## src/rtl/nrdiv_pkg.sv

```systemverilog
// Shared definitions for the sequential non-restoring divider.
// State width matches the Booth multiplier so both sit under one sequencer.
package nrdiv_pkg;

    localparam int unsigned DefWidth = 8;

    typedef enum logic [3:0] {
        StIdle  = 4'd0,
        StLoadM = 4'd1,
        StIter  = 4'd2,
        StCorr  = 4'd3,
        StOutQ  = 4'd4,
        StOutR  = 4'd5,
        StDone  = 4'd6
    } state_e;

endpackage

```

## src/rtl/nrdiv_step.sv

```systemverilog
// One combinational non-restoring iteration: shift {A,Q} left, then add or
// subtract the divisor depending on the sign of the old partial remainder.
module nrdiv_step
    import nrdiv_pkg::*;
#(
    parameter int unsigned WIDTH = DefWidth
) (
    input  logic [WIDTH:0]   a_i,
    input  logic [WIDTH-1:0] q_i,
    input  logic [WIDTH-1:0] m_i,
    output logic [WIDTH:0]   a_o,
    output logic [WIDTH-1:0] q_o
);

    logic [WIDTH:0] a_sh;
    logic [WIDTH:0] m_ext;

    always_comb begin
        // The old sign bit is shifted out; the add/sub wraps modulo 2^(WIDTH+1)
        a_sh  = {a_i[WIDTH-1:0], q_i[WIDTH-1]};
        m_ext = {1'b0, m_i};
        a_o   = a_i[WIDTH] ? (a_sh + m_ext) : (a_sh - m_ext);
        q_o   = {q_i[WIDTH-2:0], ~a_o[WIDTH]};
    end

endmodule

```

## src/rtl/nrdiv.sv

```systemverilog
// Sequential unsigned non-restoring divider with a byte-serial operand bus:
// dividend then divisor in, quotient then remainder out, one-cycle end_o strobe.
module nrdiv
    import nrdiv_pkg::*;
#(
    parameter int unsigned WIDTH = DefWidth
) (
    input  logic             clk_i,
    input  logic             rst_i,
    input  logic [WIDTH-1:0] inbus_i,
    input  logic             begin_i,
    output logic             end_o,
    output logic [WIDTH-1:0] outbus_o,
    output logic             dbz_o
);

    localparam int unsigned CntW = (WIDTH > 1) ? $clog2(WIDTH) : 1;

    state_e           state_q, state_d;
    logic [WIDTH:0]   a_q, a_d;
    logic [WIDTH-1:0] q_q, q_d;
    logic [WIDTH-1:0] m_q, m_d;
    logic [CntW-1:0]  cnt_q, cnt_d;
    logic             flag_q, flag_d;
    logic [WIDTH-1:0] out_q, out_d;
    logic             end_q, end_d;
    logic             dbz_q, dbz_d;

    logic [WIDTH:0]   step_a;
    logic [WIDTH-1:0] step_q;

    nrdiv_step #(
        .WIDTH(WIDTH)
    ) u_step (
        .a_i(a_q),
        .q_i(q_q),
        .m_i(m_q),
        .a_o(step_a),
        .q_o(step_q)
    );

    always_comb begin
        state_d = state_q;
        a_d     = a_q;
        q_d     = q_q;
        m_d     = m_q;
        cnt_d   = cnt_q;
        flag_d  = flag_q;
        out_d   = out_q;
        end_d   = 1'b0;
        dbz_d   = 1'b0;
        unique case (state_q)
            StIdle: begin
                if (begin_i) begin
                    q_d     = inbus_i;
                    a_d     = '0;
                    cnt_d   = '0;
                    state_d = StLoadM;
                end
            end
            StLoadM: begin
                m_d = inbus_i;
                if (inbus_i == '0) begin
                    // Divide by zero: quotient all-ones, remainder is the dividend
                    q_d     = '1;
                    a_d     = {1'b0, q_q};
                    flag_d  = 1'b1;
                    state_d = StOutQ;
                end else begin
                    state_d = StIter;
                end
            end
            StIter: begin
                a_d   = step_a;
                q_d   = step_q;
                cnt_d = cnt_q + 1'b1;
                if (cnt_q == CntW'(WIDTH - 1)) begin
                    state_d = StCorr;
                end
            end
            StCorr: begin
                if (a_q[WIDTH]) begin
                    a_d = a_q + {1'b0, m_q};
                end
                state_d = StOutQ;
            end
            StOutQ: begin
                out_d   = q_q;
                state_d = StOutR;
            end
            StOutR: begin
                out_d   = a_q[WIDTH-1:0];
                end_d   = 1'b1;
                dbz_d   = flag_q;
                state_d = StDone;
            end
            StDone: begin
                flag_d  = 1'b0;
                state_d = StIdle;
            end
            default: state_d = StIdle;
        endcase
    end

    always_ff @(posedge clk_i or negedge rst_i) begin
        if (!rst_i) begin
            state_q <= StIdle;
            a_q     <= '0;
            q_q     <= '0;
            m_q     <= '0;
            cnt_q   <= '0;
            flag_q  <= 1'b0;
            out_q   <= '0;
            end_q   <= 1'b0;
            dbz_q   <= 1'b0;
        end else begin
            state_q <= state_d;
            a_q     <= a_d;
            q_q     <= q_d;
            m_q     <= m_d;
            cnt_q   <= cnt_d;
            flag_q  <= flag_d;
            out_q   <= out_d;
            end_q   <= end_d;
            dbz_q   <= dbz_d;
        end
    end

    assign outbus_o = out_q;
    assign end_o    = end_q;
    assign dbz_o    = dbz_q;

endmodule

```

## config.mk

```make
export PLATFORM = sky130hd
export DESIGN_NAME = nrdiv
export DESIGN_NICKNAME = d
export VERILOG_FILES = /design/src/rtl/nrdiv_pkg.sv /design/src/rtl/nrdiv_step.sv /design/src/rtl/nrdiv.sv
export SDC_FILE = /design/constraint.sdc
export NUM_CORES = 1
export LEC_CHECK = 0
export CORE_MARGIN = 5
export CORE_UTILIZATION = 45
export CTS_CLUSTER_SIZE = 10
export DETAILED_ROUTE_END_ITERATION = 8
export PLACE_DENSITY = 0.7
export SLEW_MARGIN = 0
export SYNTH_ARGS = -nofsm -noshare
export SYNTH_HDL_FRONTEND = slang
export SYNTH_HIERARCHICAL = 1
export SYNTH_SLANG_ARGS = --single-unit
```

## constraint.sdc

```tcl
create_clock -name clk_i -period 5.3 [get_ports clk_i]
set_input_delay 0.795 -clock clk_i [delete_from_list [all_inputs] [get_ports clk_i]]
set_output_delay 0.795 -clock clk_i [all_outputs]
set_load 0.03 [all_outputs]
```

==> results.toml <==
[critical_path]
reg2reg_slack_ns = 2.52
end_kind = "flip-flop"
r2r_start = "m_q[1]"
start_kind = "flip-flop"
crit_type = "flip-flop to flip-flop"
rr_worst_depth = 11
startpoint = "m_q[1]"
arrival_ns = 2.94
worstPathRequired_ns = 5.46
r2r-end = "a_q[6]"
path_max_fanout = 7
critPathCapture = "a_q[6]"

[cells_and_area]
post-route-util = 0.498
final_net_count = 355
diodes = 0
layout_commonest_cell = "nand2_1"
final_area_um2 = 3110
nFillCells = 596
area_growth_pct = 9.48
mostFrequentLayoutCells = "64 x nand2_1, 42 x dfrtp_1, 20 x nor2_1"
fin_cells = 400
layout-drive-gt1-share = 0.0557

[timing]
slew_viol_final = 0
tightest_slew_ns = 1.02
worst_slack_ns = 2.52
fmax_ghz = 0.360
slew_headroom = 0.312
rsz0062_at_grt = "false"
period_share = 0.525
worst_clock_skew_ns = 0.00395
whs_ns = 0.478
setup_tns_ns = 0
finalSetupViolCount = 0
hold_viol = 0
period_minus_slack_ns = 2.78

[global_routing]
grt_pass1_vias = 2207
antenna_found_initial = 0
grt_max_degree = 43
grt_overflow = 0
grt_use_total = 0.182
grt_pass1_wl_um = 11100

[placement]
place_ws_ns = 2.58
hpwl_um = 5070
io_buffer_count = 20
numPlacedInstances = 393
placed_area_um2 = 3030
place.gp.congestion = 0.869

[logic_synthesis]
synthFlopType = "dfrtp_1"
synth_enable_flop_cells = 0
synth_cell_type_count = 51
synth_nets = 345
async_reset_ff_frac = 1.00
syn_inst = 313
ys_seq_elements = 42
ys_seq_area_frac = 0.371
ys.warnings.count = 6
syn_avg_cell_area_um2 = 9.06
netlist_area_um2 = 2840

[clock_tree]
path_clk_slew_ns = 0.08
cts.sinks = 42
cts_buffers = 5
ctsResizeCount = 0
cts-root-buf = "clkbuf_8"
clk_latency_ns = 0.30
cts_setup_buffers = 0
hold_buffers = 0
cts_tree = "built"
clk_path_buf_depth = 2
htreeDepth = 2

[floorplanning]
coreArea_um2 = 6240
die_h_um = 89.4
fp.dieW_um = 89.4
ioPinCount = 21
die_area_um2 = 7990
initial_core_util = 0.454
rows = 29

[detailed_routing]
num_vias = 2296
wirelength_um = 6530
viasPerCell = 5.74
wl_per_cell_um = 16.3
ant_nets = 0
drc = 0
drtIter0Drc = 121
detail_route.first_pass.iterations = 5

[worst_hold_path]
hold_path_depth = 2
hold_path.class = "flip-flop to flip-flop"
worstHoldStart = "outbus_o[7]"

[flow_run]
cap_violations = 0

[power_and_ir_drop]
power_density_nw_per_um2 = 755
leakagePower_nw = 1.43
total_power_mw = 2.35
max-vdd-ir-drop_mv = 0.323

[run_status]
run_status = "complete, no violations"
worst max-delay path, stage by stage, from the launching register on:
cell	delay (ns)
dfrtp_1	0.48
inv_1	0.09
ha_1	0.24
nor2_1	0.14
xor2_1	0.18
ha_1	0.29
nor2b_1	0.16
o31a_1	0.30
o21a_1	0.19
o31a_1	0.25
a22oi_1	0.18
o221ai_1	0.13
how the worst min path moves through the flow:
| stage | end | slack [ns] |
|---|---|---|
| finish | outbus_o[7] | 0.48 |
| global route | outbus_o[7] | 0.51 |
| CTS | outbus_o[7] | 0.49 |
| detailed placement | outbus_o[7] | 0.47 |
| global placement | outbus_o[7] | 0.46 |
| floorplan | cnt_q[0] | 0.45 |
final cells by class:
class,instances,area (µm²),share of cell area
Multi-Input combinational cell,244,1640,0.529
Sequential cell,42,1050,0.338
Timing Repair Buffer,21,203,0.0653
Tap cell,77,96.3,0.0310
Clock buffer,6,72.6,0.0234
Inverter,9,33.8,0.0109
Clock inverter,1,7.51,0.00242
where the power goes:
group	internal (mW)	switching, mW
Sequential	0.461	0.218
Clock	0.0903	0.108
Combinational	0.640	0.827
Total	1.19	1.15
synth_stat cells, types with 6 or more instances:
master,count,area (µm²)
buf_4,7,52.6
a31oi_1,8,50.1
nand2_1,64,240
mux2i_1,9,90.1
nor3_1,7,35.0
xor2_1,11,96.3
ha_1,19,238
xnor2_1,6,52.6
nor2_1,20,75.1
o21ai_0,18,90.1
inv_1,9,33.8
buf_2,6,30.0
dfrtp_1,42,1050
a21oi_1,16,80.1
layer usage:
layer	vias up	GRT usage	wire length [µm]	part of all wire
met5	-	0	0	0
met4	0	0.0487	72	0.011
met3	9	0.0286	303	0.046
met2	56	0.301	3160	0.48
met1	1099	0.248	2990	0.46
li1	1132	-	-	-
state kept, by name, summed over array words and instances, names as in the netlist:
name,flops
a_q,9
m_q,8
outbus_o,8
q_q,8
cnt_q,3
state_q,3
dbz_o,1
end_o,1
flag_q,1
cells by family after synthesis:
kind of cell | synth area share
compound gates | 0.202
xor+xnor | 0.0582
fa+ha+maj | 0.0979
buf+inv | 0.0507
flops | 0.371
mux | 0.0397
simple gates | 0.180
Note: power is estimated with default switching activity, not from simulation.
